[src/rtl/mc_pkg.sv]
// Shared definitions for the multicycle main control unit: opcodes, state
// encodings, mux-select encodings and the packed control vector.
package mc_pkg;

    localparam logic [5:0] OP_RTYPE = 6'b000000;
    localparam logic [5:0] OP_LW    = 6'b100011;
    localparam logic [5:0] OP_SW    = 6'b101011;
    localparam logic [5:0] OP_BEQ   = 6'b000100;
    localparam logic [5:0] OP_J     = 6'b000010;
    localparam logic [5:0] OP_JAL   = 6'b000011;
    localparam logic [5:0] OP_ADDI  = 6'b001000;
    localparam logic [5:0] OP_ANDI  = 6'b001100;
    localparam logic [5:0] OP_ORI   = 6'b001101;
    localparam logic [5:0] OP_XORI  = 6'b001110;
    localparam logic [5:0] OP_SLTI  = 6'b001010;

    typedef enum logic [3:0] {
        S_FETCH    = 4'd0,
        S_DECODE   = 4'd1,
        S_MEM_ADDR = 4'd2,
        S_MEM_RD   = 4'd3,
        S_MEM_WB   = 4'd4,
        S_MEM_WR   = 4'd5,
        S_R_EXEC   = 4'd6,
        S_R_WB     = 4'd7,
        S_I_EXEC   = 4'd8,
        S_I_WB     = 4'd9,
        S_BRANCH   = 4'd10,
        S_JUMP     = 4'd11,
        S_JAL      = 4'd12,
        S_HALT     = 4'd13
    } state_e;

    localparam logic [1:0] ALUOP_ADD    = 2'b00;
    localparam logic [1:0] ALUOP_SUB    = 2'b01;
    localparam logic [1:0] ALUOP_FUNCT  = 2'b10;

    localparam logic [1:0] SRCB_B       = 2'b00;
    localparam logic [1:0] SRCB_FOUR    = 2'b01;
    localparam logic [1:0] SRCB_IMM     = 2'b10;
    localparam logic [1:0] SRCB_IMM_SH2 = 2'b11;

    localparam logic [1:0] PCSRC_ALU    = 2'b00;
    localparam logic [1:0] PCSRC_ALUOUT = 2'b01;
    localparam logic [1:0] PCSRC_JUMP   = 2'b10;

    localparam logic [1:0] WDST_RT      = 2'b00;
    localparam logic [1:0] WDST_RD      = 2'b01;
    localparam logic [1:0] WDST_R31     = 2'b10;

    localparam logic [1:0] WDATA_ALUOUT = 2'b00;
    localparam logic [1:0] WDATA_MDR    = 2'b01;
    localparam logic [1:0] WDATA_PC     = 2'b10;

    typedef struct packed {
        logic [1:0] alu_op;
        logic [1:0] alu_src_b;
        logic [1:0] pc_source;
        logic [1:0] wreg_dst;
        logic [1:0] wreg_data_sel;
        logic       mem_read;
        logic       mem_write;
        logic       i_or_d;
        logic       reg_write;
        logic       ir_write;
        logic       pc_write;
        logic       pc_write_cond;
        logic       alu_src_a;
        logic       imm_com;
        logic       halted;
    } ctrl_t;

    // DECODE dispatch: the first state of each instruction class.
    function automatic state_e dispatch(input logic [5:0] op);
        case (op)
            OP_RTYPE:                                   return S_R_EXEC;
            OP_LW, OP_SW:                               return S_MEM_ADDR;
            OP_BEQ:                                     return S_BRANCH;
            OP_J:                                       return S_JUMP;
            OP_JAL:                                     return S_JAL;
            OP_ADDI, OP_ANDI, OP_ORI, OP_XORI, OP_SLTI: return S_I_EXEC;
            default:                                    return S_HALT;
        endcase
    endfunction

endpackage

[src/rtl/mc_ctrl_decode.sv]
// Combinational state -> control vector table for the multicycle controller.
module mc_ctrl_decode
    import mc_pkg::*;
(
    input  state_e state,
    output ctrl_t  ctrl
);

    always_comb begin
        // NOTE: default the whole vector first so no path through the case infers a latch.
        ctrl = '0;
        case (state)
            S_FETCH: begin
                ctrl.mem_read  = 1'b1;
                ctrl.ir_write  = 1'b1;
                ctrl.pc_write  = 1'b1;
                ctrl.alu_src_b = SRCB_FOUR;
            end
            S_DECODE:   ctrl.alu_src_b = SRCB_IMM_SH2;
            S_MEM_ADDR: begin
                ctrl.alu_src_a = 1'b1;
                ctrl.alu_src_b = SRCB_IMM;
            end
            S_MEM_RD: begin
                ctrl.mem_read = 1'b1;
                ctrl.i_or_d   = 1'b1;
            end
            S_MEM_WB: begin
                ctrl.reg_write     = 1'b1;
                ctrl.wreg_data_sel = WDATA_MDR;
                ctrl.wreg_dst      = WDST_RT;
            end
            S_MEM_WR: begin
                ctrl.mem_write = 1'b1;
                ctrl.i_or_d    = 1'b1;
            end
            S_R_EXEC: begin
                ctrl.alu_src_a = 1'b1;
                ctrl.alu_op    = ALUOP_FUNCT;
            end
            S_R_WB: begin
                ctrl.reg_write = 1'b1;
                ctrl.wreg_dst  = WDST_RD;
            end
            S_I_EXEC: begin
                ctrl.alu_src_a = 1'b1;
                ctrl.alu_src_b = SRCB_IMM;
                ctrl.alu_op    = ALUOP_FUNCT;
                ctrl.imm_com   = 1'b1;
            end
            S_I_WB: begin
                ctrl.reg_write = 1'b1;
                ctrl.wreg_dst  = WDST_RT;
            end
            S_BRANCH: begin
                ctrl.alu_src_a     = 1'b1;
                ctrl.alu_op        = ALUOP_SUB;
                ctrl.pc_write_cond = 1'b1;
                ctrl.pc_source     = PCSRC_ALUOUT;
            end
            S_JUMP: begin
                ctrl.pc_write  = 1'b1;
                ctrl.pc_source = PCSRC_JUMP;
            end
            // r31 captures PC+4 on the same edge the PC takes the jump target.
            S_JAL: begin
                ctrl.pc_write      = 1'b1;
                ctrl.pc_source     = PCSRC_JUMP;
                ctrl.reg_write     = 1'b1;
                ctrl.wreg_dst      = WDST_R31;
                ctrl.wreg_data_sel = WDATA_PC;
            end
            S_HALT:     ctrl.halted = 1'b1;
            default:    ctrl = '0;
        endcase
    end

endmodule

[src/rtl/mc_ctrl_fsm.sv]
// Multicycle main control FSM: state register, next-state logic, retired
// instruction counter and reset gating of every control output.
module mc_ctrl_fsm
    import mc_pkg::*;
#(
    parameter int CNT_W = 32
) (
    input  logic             clk,
    input  logic             rst,
    input  logic [5:0]       opcode,
    output logic [1:0]       alu_op,
    output logic [1:0]       alu_src_b,
    output logic [1:0]       pc_source,
    output logic [1:0]       wreg_dst,
    output logic [1:0]       wreg_data_sel,
    output logic             mem_read,
    output logic             mem_write,
    output logic             i_or_d,
    output logic             reg_write,
    output logic             ir_write,
    output logic             pc_write,
    output logic             pc_write_cond,
    output logic             alu_src_a,
    output logic             imm_com,
    output logic             halted,
    output logic [3:0]       state_dbg,
    output logic [CNT_W-1:0] instr_cnt
);

    state_e           state_q, state_d;
    logic [CNT_W-1:0] cnt_q;
    ctrl_t            ctrl_raw, ctrl_out;

    always_ff @(posedge clk or negedge rst) begin
        // NOTE: sequential state uses non-blocking assignments so every flop samples pre-edge values.
        if (!rst) begin
            state_q <= S_FETCH;
            cnt_q   <= '0;
        end else begin
            state_q <= state_d;
            if (state_q != S_FETCH && state_d == S_FETCH)
                cnt_q <= cnt_q + 1'b1;
        end
    end

    always_comb begin
        state_d = S_HALT;
        case (state_q)
            S_FETCH:    state_d = S_DECODE;
            S_DECODE:   state_d = dispatch(opcode);
            S_MEM_ADDR: begin
                if (opcode == OP_LW)      state_d = S_MEM_RD;
                else if (opcode == OP_SW) state_d = S_MEM_WR;
                else                      state_d = S_HALT;
            end
            S_MEM_RD:   state_d = S_MEM_WB;
            S_MEM_WB, S_MEM_WR, S_R_WB, S_I_WB,
            S_BRANCH, S_JUMP, S_JAL:
                        state_d = S_FETCH;
            S_R_EXEC:   state_d = S_R_WB;
            S_I_EXEC:   state_d = S_I_WB;
            // HALT and any corrupted encoding park here until reset.
            default:    state_d = S_HALT;
        endcase
    end

    mc_ctrl_decode u_decode (
        .state (state_q),
        .ctrl  (ctrl_raw)
    );

    // Strobes drop the instant rst falls, before the flops even settle.
    always_comb begin
        ctrl_out = '0;
        if (rst)
            ctrl_out = ctrl_raw;
    end

    assign alu_op        = ctrl_out.alu_op;
    assign alu_src_b     = ctrl_out.alu_src_b;
    assign pc_source     = ctrl_out.pc_source;
    assign wreg_dst      = ctrl_out.wreg_dst;
    assign wreg_data_sel = ctrl_out.wreg_data_sel;
    assign mem_read      = ctrl_out.mem_read;
    assign mem_write     = ctrl_out.mem_write;
    assign i_or_d        = ctrl_out.i_or_d;
    assign reg_write     = ctrl_out.reg_write;
    assign ir_write      = ctrl_out.ir_write;
    assign pc_write      = ctrl_out.pc_write;
    assign pc_write_cond = ctrl_out.pc_write_cond;
    assign alu_src_a     = ctrl_out.alu_src_a;
    assign imm_com       = ctrl_out.imm_com;
    assign halted        = ctrl_out.halted;
    assign state_dbg     = state_q;
    assign instr_cnt     = cnt_q;

endmodule

[config.mk]
export PLATFORM = sky130hd
export DESIGN_NAME = mc_ctrl_fsm
export DESIGN_NICKNAME = d
export VERILOG_FILES = /design/src/rtl/mc_pkg.sv /design/src/rtl/mc_ctrl_decode.sv /design/src/rtl/mc_ctrl_fsm.sv
export SDC_FILE = /design/constraint.sdc
export NUM_CORES = 1
export LEC_CHECK = 0
export CAP_MARGIN = 25
export CORE_ASPECT_RATIO = 0.7
export CORE_UTILIZATION = 50
export DETAILED_ROUTE_END_ITERATION = 6
export GPL_TIMING_DRIVEN = 0
export PLACE_DENSITY = 0.92
export SYNTH_ARGS = -nofsm -noshare
export SYNTH_HDL_FRONTEND = slang
export SYNTH_HIERARCHICAL = 1
export SYNTH_SLANG_ARGS = --single-unit
[constraint.sdc]
create_clock -name clk -period 5.63 [get_ports clk]
set_input_delay 1.126 -clock clk [delete_from_list [all_inputs] [get_ports clk]]
set_output_delay 1.126 -clock clk [all_outputs]
set_load 0.02 [all_outputs]
==> Flow_metrics.wiki, run 1 <==
{| class="wikitable"
! Metric !! Value
|-
| Maximum clock insertion buffer count || 2
|-
| Global Route Usage Sum || 0.2224
|-
| Endpoint type of the worst setup path || output port
|-
| Antenna Diode Count || 0
|-
| Commonest register cell after synthesis || sky130_fd_sc_hd__dfrtp_1
|-
| Max-capacitance violation count || 0
|-
| Most common cell in the netlist || sky130_fd_sc_hd__dfrtp_1
|-
| Endpoint arrival time on the critical path || 2930 ps
|-
| TritonRoute pass-1 iters || 4
|-
| Wire length of the first global-routing pass || 8673 µm
|-
| Worst endpoint required time || 4500 ps
|-
| Switching power || 0.0001024 W
|-
| Number of DRC markers after the initial detailed-route iteration || 137
|-
| GPL Wtd Cong || 0.8237
|-
| Setup TNS || 0 ps
|-
| Flops & latches, synth || 36
|-
| DP Wirelength || 3896 µm
|-
| Vias in the first global route || 1877
|-
| VDD IR max || 0.0001410 V
|-
| Initial standard-cell utilization of the core || 0.5263
|-
| Max FO, Critical Path || 38
|-
| Sequential fraction of the synthesis area || 0.3909
|-
| Setup Viol. Count Final || 0
|-
| Height of the chip || 58.81 µm
|-
| Leakage || 1.285 nW
|-
| Crit path cell chain || buf_2 > clkbuf_1 > and2_1 > clkdlybuf4s50_1
|-
| TritonCTS clock tree || built
|-
| Number of placed I/O pins || 64
|-
| Worst slew pin tran || 803.1 ps
|-
| Post-CTS setup-driven buffer insertion count || 0
|-
| Net Count, Synth || 255
|-
| Cell type with the highest aggregate area in the netlist || sky130_fd_sc_hd__dfrtp_1
|-
| Class of the tightest hold or removal check || register to register
|-
| Share of total power in sequential cells || 0.541
|-
| Slowest library cell on the worst path || sky130_fd_sc_hd__clkdlybuf4s50_1
|-
| Fraction of met1 tracks used by global routing || 0.3076
|-
| Fin util || 0.7069
|-
| Cell chosen for the clock root || sky130_fd_sc_hd__clkbuf_8
|-
| Synth area leaders || sky130_fd_sc_hd__dfrtp_1 39%, sky130_fd_sc_hd__xnor2_1 9.1%, sky130_fd_sc_hd__and2_1 6.0%, sky130_fd_sc_hd__xor2_1 4.9%, sky130_fd_sc_hd__nand3_1 2.6%
|-
| Proportion of register bits with asynchronous set or reset after synthesis || 1.000
|-
| Synth warn || 6
|-
| PD cells || 154.4 mW/mm²
|-
| Max stage delay on crit path || 640 ps
|-
| Routed wire length || 5197 µm
|-
| CTS HTree Levels || 2
|-
| GRT met2 Usage || 0.3548
|-
| Clock share of power || 0.416
|-
| Combinational group share of total power || 0.043
|-
| GR peak layer || met2
|-
| Total design power || 0.0004778 W
|-
| Share of Yosys cell area claimed by the top area cell type || 0.3909
|-
| Final critical-path required period || 4056 ps
|-
| Die boundary width || 83.15 µm
|-
| Kind of start point of the critical path || primary input
|-
| GRT met3 Usage || 0.04208
|-
| Outcome || finished clean
|-
| Sw frac || 0.2143
|-
| Syn Std Cell Area || 0.002305 mm²
|-
| Overall die area || 0.004889 mm²
|-
| Sum of buffers and inverters on the critical path || 3
|-
| Share of cells above drive strength 1 || 0.07911
|-
| CTS clk-pin slew, worst paths || 70 ps
|-
| Internal power component || 0.0003754 W
|-
| Count of input and output buffers || 63
|-
| Overflow left after global routing || 0
|-
| Number of enable flip-flop cells after synthesis || 0
|-
| Synth-to-layout area growth || 34.31%
|-
| Post-Synthesis Cells || 246
|-
| Worst-case headroom to the max-slew limit || 0.4646
|-
| Final Slew Violations || 0
|-
| Average wire per cell in the routed design || 14.01 µm
|-
| Family with the most delay on the worst path || buffers and inverters
|-
| Pin count of the biggest net entering global routing || 39
|-
| Hold Fails Final Rpt || 0
|-
| Synth top cells by count || 36 x sky130_fd_sc_hd__dfrtp_1, 24 x sky130_fd_sc_hd__xnor2_1, 22 x sky130_fd_sc_hd__and2_1
|-
| Largest clock skew in the final design || 2.190 ps
|-
| Final worst-path cycle share || 0.7204
|-
| Row count || 20
|-
| Via density per instance || 5.561
|-
| Worst skew pair latency || 280 ps
|-
| Yosys cell types || 55
|-
| Drc violations || 0
|-
| Highest attainable clock frequency || 0.2466 GHz
|-
| Type of the worst setup path || primary input to output port
|-
| Mean post-synth cell area || 9.369 µm²
|-
| Post-CTS resize count || 0
|-
| Antenna violations before repair || 0
|-
| Worst hold slack || 489.0 ps
|-
| Number of buffers inserted by hold repair at cts || 0
|-
| Core Footprint || 0.004379 mm²
|-
| Post-DRT Antenna Nets || 0
|-
| Final nets || 325
|-
| Setup repair after global routing missed its margin || false
|-
| Total clock buffers created by CTS || 5
|-
| Clock Sink Count || 36
|-
| Vias after detailed routing || 2063
|-
| Filler cell count || 327
|}
sequential cells by signal, summed over array words and instances (netlist names):
| register | count |
|---|---|
| instr_cnt | 32 |
| state_dbg | 4 |
placed cells by master, fill, tap and decap left out, drive strengths merged, types with 5 or more instances in the layout:
cell type and count:
xnor2 24, nand2b 7, nand3 13, xor2 13, clkdlybuf4s50 62, clkbuf 13, nor3b 5, inv 9
and2 22, nor2 13, o21ai 6, a21oi 5, nor3 10, buf 8, dfrtp 36, nand2 15
nand4 8
logic make-up (layout without fill, tap and decap cells):
| logic type | Yosys count | count (layout) | synth area share |
|---|---|---|---|
| compound gates | 30 | 30 | 0.09284 |
| buf+inv | 22 | 92 | 0.04994 |
| simple gates | 119 | 119 | 0.3160 |
| xor+xnor | 37 | 37 | 0.1406 |
| flops | 36 | 36 | 0.3909 |
| fa+ha+maj | 1 | 1 | 0.005428 |
| mux | 1 | 1 | 0.004343 |
power by group through the flow:
| stage | Clock (W) | Sequential [W] | Combinational [W] |
|---|---|---|---|
| floorplan | 0 | 0.000264 | 0.00000638 |
| global placement | 0 | 0.000264 | 0.0000209 |
| detailed placement | 0 | 0.000263 | 0.0000210 |
| CTS | 0.000201 | 0.000258 | 0.0000210 |
| global route | 0.000212 | 0.000258 | 0.0000235 |
| finish | 0.000199 | 0.000258 | 0.0000204 |
routing by layer:
metal / up-vias / wire length (µm)
met2: 52 / 2461
met4: 0 / 70
met5: - / 0
met1: 1001 / 2470
met3: 8 / 194
li1: 1002 / -
layout make-up:
type	count	area, µm²	area share
Timing Repair Buffer	63	625.6	0.2021
Sequential cell	36	900.9	0.2910
Multi-Input combinational cell	188	1289	0.4163
Inverter	9	33.78	0.01091
Tap cell	55	68.82	0.02223
Buffer	13	81.33	0.02627
Clock buffer	7	96.34	0.03112
path summary, 6_finish.rpt:
check	start	end	slack [ps]	cells past startpoint
setup / recovery	rst	alu_src_b[1]	1570	4
hold / removal	instr_cnt[31]	instr_cnt[31]	490	1
setup reg to reg	state_dbg[2]	instr_cnt[21]	3170	6
hold reg to reg	instr_cnt[31]	instr_cnt[31]	490	1
max in group asynchronous	rst	instr_cnt[12]	4190	1
min in group asynchronous	rst	instr_cnt[29]	930	1
through the flow:
stage | area, µm² | cells | setup slack, ps
after floorplan | 2305 | 246 | 2950
after global placement | 3004 | 364 | 582.0
after detailed placement | 2999 | 364 | 1495
after CTS | 3095 | 371 | 1494
after global routing | 3095 | 371 | 1362
final | 3095 | 371 | 1574
(Power assumes the default switching activity.)
==> run 2: changes to the inputs <==
- CORE_UTILIZATION: 50 -> 44
- PLACE_DENSITY: 0.92 -> 0.86
- clock period: 5.63 -> 3.25 ns (I/O delays scaled with it)
==> Flow_metrics.wiki, run 2 (same netlist as run 1, synthesis figures left out) <==
{| class="wikitable"
! Metric !! Value
|-
| Outcome || finished clean (unchanged)
|-
| Total clock buffers created by CTS || 5 (unchanged)
|-
| Number of DRC markers after the initial detailed-route iteration || 121 (was 137)
|-
| Overall die area || 0.005536 mm² (was 0.004889 mm²)
|-
| Sum of buffers and inverters on the critical path || 3 (unchanged)
|-
| Antenna violations before repair || 0 (unchanged)
|-
| TritonCTS clock tree || built (unchanged)
|-
| Critical R2R Capture || instr_cnt[31] (was instr_cnt[21])
|-
| Share of cells above drive strength 1 || 0.07595 (was 0.07911)
|-
| Endpoint type of the worst setup path || output port (unchanged)
|-
| Antenna Diode Count || 0 (unchanged)
|-
| Via density per instance || 5.364 (was 5.561)
|-
| CTS HTree Levels || 2 (unchanged)
|-
| Filler cell count || 420 (was 327)
|-
| Max FO, Critical Path || 38 (unchanged)
|-
| Drc violations || 0 (unchanged)
|-
| Synth-to-layout area growth || 34.36% (was 34.31%)
|-
| Pin count of the biggest net entering global routing || 39 (unchanged)
|-
| Post-CTS setup-driven buffer insertion count || 0 (unchanged)
|-
| TritonRoute pass-1 iters || 4 (unchanged)
|-
| Final nets || 325 (unchanged)
|-
| CTS clk-pin slew, worst paths || 60 ps (was 70 ps)
|-
| DP Wirelength || 3929 µm (was 3896 µm)
|-
| Final worst-path cycle share || 0.8935
|-
| Number of placed I/O pins || 64 (unchanged)
|-
| Setup Viol. Count Final || 0 (unchanged)
|-
| Area of placed instances || 0.003017 mm² (was 0.002999 mm²)
|-
| Setup repair after global routing missed its margin || false (unchanged)
|-
| Reg-to-Reg Start || state_dbg[3] (was state_dbg[2])
|-
| Clock Sink Count || 36 (unchanged)
|-
| Largest register FFs || 32 (unchanged)
|-
| Maximum clock insertion buffer count || 2 (unchanged)
|-
| Cell chosen for the clock root || sky130_fd_sc_hd__clkbuf_8 (unchanged)
|-
| Vias after detailed routing || 2065 (was 2063)
|-
| GPL Wtd Cong || 0.8463 (was 0.8237)
|-
| Highest attainable clock frequency || 0.3444 GHz
|-
| Register-to-register setup slack || 740 ps (was 3170 ps)
|-
| Worst-case headroom to the max-slew limit || 0.5749 (was 0.4646)
|-
| Row count || 21 (was 20)
|-
| Max-capacitance violation count || 0 (unchanged)
|-
| Worst skew pair latency || 290 ps (was 280 ps)
|-
| Endpoint arrival time on the critical path || 2250 ps (was 2930 ps)
|-
| Initial standard-cell utilization of the core || 0.4691 (was 0.5263)
|-
| VDD IR max || 0.0001279 V (was 0.0001410 V)
|-
| Post-Layout Inst Area || 0.003097 mm² (was 0.003095 mm²)
|-
| Type of the worst setup path || primary input to output port (unchanged)
|-
| PD cells || 251.7 mW/mm² (was 154.4 mW/mm²)
|-
| Path depth of the worst reg2reg path || 6 (unchanged)
|-
| Worst slew pin tran || 637.0 ps (was 803.1 ps)
|-
| Hold Fails Final Rpt || 0 (unchanged)
|-
| Family with the most delay on the worst path || buffers and inverters (unchanged)
|-
| Overflow left after global routing || 0 (unchanged)
|-
| Core Footprint || 0.004913 mm² (was 0.004379 mm²)
|-
| Count of input and output buffers || 63 (unchanged)
|-
| Post-DRT Antenna Nets || 0 (unchanged)
|-
| Kind of start point of the critical path || primary input (unchanged)
|-
| Worst endpoint required time || 2600 ps (was 4500 ps)
|-
| Largest clock skew in the final design || 2.165 ps (was 2.190 ps)
|-
| Wire length of the first global-routing pass || 8756 µm (was 8673 µm)
|-
| Global Route Usage Sum || 0.2025 (was 0.2224)
|-
| Crit path cell chain || clkbuf_4 > clkbuf_1 > and2_1 > clkdlybuf4s50_1 (was buf_2 > clkbuf_1 > and2_1 > clkdlybuf4s50_1)
|-
| Final critical-path required period || 2904 ps
|-
| Final Slew Violations || 0 (unchanged)
|-
| Average wire per cell in the routed design || 13.28 µm (was 14.01 µm)
|-
| Height of the chip || 62.55 µm (was 58.81 µm)
|-
| Routed wire length || 5113 µm (was 5197 µm)
|-
| Setup TNS || 0 ps (unchanged)
|-
| Max stage delay on crit path || 610 ps (was 640 ps)
|-
| Vias in the first global route || 1950 (was 1877)
|-
| Commonest cells after routing, fill and taps aside || 62 x sky130_fd_sc_hd__clkdlybuf4s50_1, 36 x sky130_fd_sc_hd__dfrtp_1, 24 x sky130_fd_sc_hd__xnor2_1, 22 x sky130_fd_sc_hd__and2_1, 15 x sky130_fd_sc_hd__nand2_1 (unchanged)
|-
| Class of the tightest hold or removal check || primary input to async pin (was register to register)
|-
| Leakage || 1.276 nW (was 1.285 nW)
|-
| Slowest library cell on the worst path || sky130_fd_sc_hd__clkdlybuf4s50_1 (unchanged)
|-
| Fin util || 0.6303 (was 0.7069)
|-
| Commonest non-fill, non-tap cell in the layout || sky130_fd_sc_hd__clkdlybuf4s50_1 (unchanged)
|-
| Die boundary width || 88.51 µm (was 83.15 µm)
|}
-- run 2: per-layer routing --
metal,track usage,part of all wire
met1,0.2840,0.48
met2,0.3038,0.46
met4,0.08065,0.016
met3,0.04227,0.041
met5,0,0
-- run 2: stage by stage --
| step | setup slack, ps | std cells | power (W) | hold slack (ps) |
|---|---|---|---|---|
| after floorplan | 1171 | 246 | 0.0004676 | 354.4 |
| after global placement | -830.4 | 378 | 0.0004924 | 461.5 |
| after detailed placement | 106.9 | 378 | 0.0004928 | 470.2 |
| after CTS | 110.0 | 385 | 0.0007850 | 469.2 |
| after global routing | 215.8 | 385 | 0.0008038 | 379.5 |
| final | 346.1 | 385 | 0.0007794 | 346.6 |
-- run 2: timing repair --
action / in CTS / in global routing
hold buffers: 0 / 0
setup endpoints to repair: 0 / 1
resized for setup: 0 / 1
hold endpoints to repair: 0 / 0
-- run 2: final cells by class --
cell class | instances | area, µm² | area share
clock buffers | 6 | 72.57 | 0.02343
clock inverters | 1 | 5.005 | 0.001616
repair buffers | 63 | 628.1 | 0.2028
multi-input cells | 188 | 1289 | 0.4162
inverters | 9 | 33.78 | 0.01091
well taps | 69 | 86.33 | 0.02788
flip-flops and latches | 36 | 900.9 | 0.2909
plain buffers | 13 | 81.33 | 0.02626
-- run 2: worst max-delay path by stage --
stage	from	to	slack, ps	cells after the start
final	rst	wreg_data_sel[0]	350	4
after CTS	rst	wreg_data_sel[0]	110	4
after global placement	rst	reg_write	-830	4
after detailed placement	rst	wreg_data_sel[0]	110	4
after floorplan	instr_cnt[3]	instr_cnt[28]	1170	6
after global routing	rst	wreg_data_sel[0]	220	4
-- run 2: worst register-to-register path, cell delays in order, from the launching register on --
cell	delay, ps
sky130_fd_sc_hd__dfrtp_1	520
sky130_fd_sc_hd__clkbuf_1	360
sky130_fd_sc_hd__or2_2	240
sky130_fd_sc_hd__o2111ai_1	330
sky130_fd_sc_hd__nor3_2	580
sky130_fd_sc_hd__nand4_1	200
sky130_fd_sc_hd__xnor2_1	160
-- run 2: where the power goes --
group | switching [W] | internal [W]
Sequential | 0 | 0.000448
Clock | 0.000150 | 0.000145
Combinational | 0.0000223 | 0.0000140
==> run 3: changes to the inputs <==
- CELL_PAD_IN_SITES_DETAIL_PLACEMENT: unset -> 0
- CELL_PAD_IN_SITES_GLOBAL_PLACEMENT: unset -> 1
- CORE_UTILIZATION: 44 -> 32
- CTS_CLUSTER_DIAMETER: unset -> 60
- PLACE_DENSITY: 0.86 -> 0.84
==> Flow_metrics.wiki, run 3 (same netlist as run 1, synthesis figures left out) <==
{| class="wikitable"
! Metric !! Value
|-
| Total design power || 0.0008265 W (was 0.0007794 W)
|-
| Wire length of the first global-routing pass || 8631 µm (was 8756 µm)
|-
| Max-capacitance violation count || 0 (unchanged)
|-
| Type of the worst setup path || primary input to output port (unchanged)
|-
| Number of placed I/O pins || 64 (unchanged)
|-
| Worst slew pin tran || 661.1 ps (was 637.0 ps)
|-
| Combinational group share of total power || 0.043 (was 0.047)
|-
| Pre-CTS setup slack || 88.81 ps (was 106.9 ps)
|-
| Post-CTS resize count || 0 (unchanged)
|-
| Overflow left after global routing || 0 (unchanged)
|-
| Average wire per cell in the routed design || 12.67 µm (was 13.28 µm)
|-
| Highest attainable clock frequency || 0.3473 GHz (was 0.3444 GHz)
|-
| Number of buffers inserted by hold repair at cts || 0 (unchanged)
|-
| Post-DRT Antenna Nets || 0 (unchanged)
|-
| Synth-to-layout area growth || 36.54% (was 34.36%)
|-
| VDD IR max || 0.0001269 V (was 0.0001279 V)
|-
| Antenna Diode Count || 0 (unchanged)
|-
| Routed wire length || 5196 µm (was 5113 µm)
|-
| Class of the tightest hold or removal check || primary input to async pin (unchanged)
|-
| Max stage delay on crit path || 600 ps (was 610 ps)
|-
| Clock Sink Count || 36 (unchanged)
|-
| Commonest cells after routing, fill and taps aside || 62 x sky130_fd_sc_hd__clkdlybuf4s50_1, 36 x sky130_fd_sc_hd__dfrtp_1, 24 x sky130_fd_sc_hd__xnor2_1, 22 x sky130_fd_sc_hd__and2_1, 15 x sky130_fd_sc_hd__nand2_1 (unchanged)
|-
| GPL Wtd Cong || 0.7817 (was 0.8463)
|-
| Worst-case headroom to the max-slew limit || 0.5588 (was 0.5749)
|-
| Fraction of met1 tracks used by global routing || 0.2196 (was 0.2840)
|-
| Leakage || 1.286 nW (was 1.276 nW)
|-
| Overall die area || 0.007551 mm² (was 0.005536 mm²)
|-
| Row count || 25 (was 21)
|-
| Internal power component || 0.0006506 W (was 0.0006075 W)
|-
| TritonCTS clock tree || built (unchanged)
|-
| Worst endpoint required time || 2600 ps (about the same)
|-
| Worst skew pair latency || 290 ps (about the same)
|-
| Register-to-register setup slack || 650 ps (was 740 ps)
|-
| Kind of start point of the critical path || primary input (unchanged)
|-
| Count of input and output buffers || 63 (unchanged)
|-
| Final nets || 325 (unchanged)
|-
| Clock share of power || 0.415 (was 0.379)
|-
| GRT met3 Usage || 0.02586 (was 0.04227)
|-
| Sw frac || 0.2129 (was 0.2206)
|-
| Vias in the first global route || 1770 (was 1950)
|-
| Switching power || 0.0001760 W (was 0.0001719 W)
|-
| Final Slew Violations || 0 (unchanged)
|-
| Share of cells above drive strength 1 || 0.07911 (was 0.07595)
|-
| DP Wirelength || 3833 µm (was 3929 µm)
|-
| GRT met2 Usage || 0.2097 (was 0.3038)
|-
| Die boundary width || 103.4 µm (was 88.51 µm)
|-
| GR peak layer || met1 (was met2)
|-
| Drc violations || 0 (unchanged)
|-
| Total clock buffers created by CTS || 5 (unchanged)
|-
| Cell chosen for the clock root || sky130_fd_sc_hd__clkbuf_8 (unchanged)
|-
| Core Footprint || 0.006850 mm² (was 0.004913 mm²)
|-
| Setup repair after global routing missed its margin || false (unchanged)
|-
| Final worst setup slack || 370.3 ps (was 346.1 ps)
|-
| Setup Viol. Count Final || 0 (unchanged)
|-
| Reg-to-Reg Start || state_dbg[2] (was state_dbg[3])
|-
| Outcome || finished clean (unchanged)
|-
| Height of the chip || 73.01 µm (was 62.55 µm)
|-
| Crit path cell chain || clkbuf_4 > clkbuf_1 > and2_1 > clkdlybuf4s50_1 (unchanged)
|-
| Largest clock skew in the final design || 6.673 ps (was 2.165 ps)
|-
| Final critical-path required period || 2880 ps (was 2904 ps)
|-
| Endpoint arrival time on the critical path || 2230 ps (was 2250 ps)
|-
| Post-CTS setup-driven buffer insertion count || 0 (unchanged)
|-
| Vias after detailed routing || 2006 (was 2065)
|-
| Number of DRC markers after the initial detailed-route iteration || 62 (was 121)
|-
| Pin count of the biggest net entering global routing || 39 (unchanged)
|-
| Antenna violations before repair || 0 (unchanged)
|-
| Share of total power in sequential cells || 0.542 (was 0.575)
|-
| CTS clk-pin slew, worst paths || 70 ps (was 60 ps)
|-
| Filler cell count || 641 (was 420)
|-
| Maximum clock insertion buffer count || 2 (unchanged)
|-
| Final worst-path cycle share || 0.8861 (was 0.8935)
|-
| Endpoint type of the worst setup path || output port (unchanged)
|-
| Largest register FFs || 32 (unchanged)
|-
| Commonest non-fill, non-tap cell in the layout || sky130_fd_sc_hd__clkdlybuf4s50_1 (unchanged)
|-
| Slowest library cell on the worst path || sky130_fd_sc_hd__clkdlybuf4s50_1 (unchanged)
|-
| Hold Fails Final Rpt || 0 (unchanged)
|-
| Via density per instance || 4.893 (was 5.364)
|-
| Global Route Usage Sum || 0.1461 (was 0.2025)
|-
| Initial standard-cell utilization of the core || 0.3364 (was 0.4691)
|-
| Max FO, Critical Path || 38 (unchanged)
|-
| TritonRoute pass-1 iters || 4 (unchanged)
|-
| CTS HTree Levels || 2 (unchanged)
|-
| PD cells || 262.7 mW/mm² (was 251.7 mW/mm²)
|-
| Critical Path Start || rst (unchanged)
|}
-- run 3: changes by cell type in the layout (fill, tap and decap cells not counted), sizes merged --
cell | before | now
clkinv | 1 | 0
clkbuf | 13 | 14
-- run 3: final cells by class --
cell class	instances	area, µm²	area share
multi-input cells	188	1289	0.4095
flip-flops and latches	36	900.9	0.2863
repair buffers	63	628.1	0.1996
well taps	94	117.6	0.03738
clock buffers	7	96.34	0.03062
plain buffers	13	81.33	0.02584
inverters	9	33.78	0.01074
-- run 3: worst max-delay path: cells and delay by family --
family / cells / cell delay, ps
buf+inv: 3 / 1380
simple gates: 1 / 190
-- run 3: path summary, 6_finish.rpt --
| path | end | cells past startpoint |
|---|---|---|
| hold reg to reg | instr_cnt[31] | 1 |
| max in group asynchronous | instr_cnt[29] | 1 |
| setup reg to reg | instr_cnt[31] | 6 |
| setup / recovery | alu_src_b[0] | 4 |
| hold / removal | instr_cnt[19] | 1 |
| min in group clk | instr_cnt[31] | 1 |
-- run 3: metrics by stage --
stage / utilization / cells / cell area, µm² / hold WS, ps / setup TNS [ps]
after global placement: 0.4457 / 403 / 3053 / 460.0 / -17940
after CTS: 0.4590 / 410 / 3144 / 477.1 / 0
after floorplan: - / 246 / 2305 / 354.4 / 0
final: 0.4594 / 410 / 3147 / 351.2 / 0
after global routing: 0.4594 / 410 / 3147 / 393.4 / 0
after detailed placement: 0.4449 / 403 / 3048 / 463.4 / 0
-- run 3: routing by layer --
metal / wire (µm) / part of all wire / vias up
met1: 2735 / 0.53 / 958
met5: 0 / 0 / -
met3: 169 / 0.033 / 7
li1: - / - / 1005
met2: 2237 / 0.43 / 36
met4: 54 / 0.010 / 0
-- run 3: power by group through the flow --
stage	registers [W]	clock network [W]	logic, W
after floorplan	0.000457	0	0.0000111
after global placement	0.000456	0	0.0000371
after detailed placement	0.000456	0	0.0000367
after CTS	0.000448	0.000353	0.0000368
after global routing	0.000447	0.000372	0.0000416
final	0.000448	0.000343	0.0000359
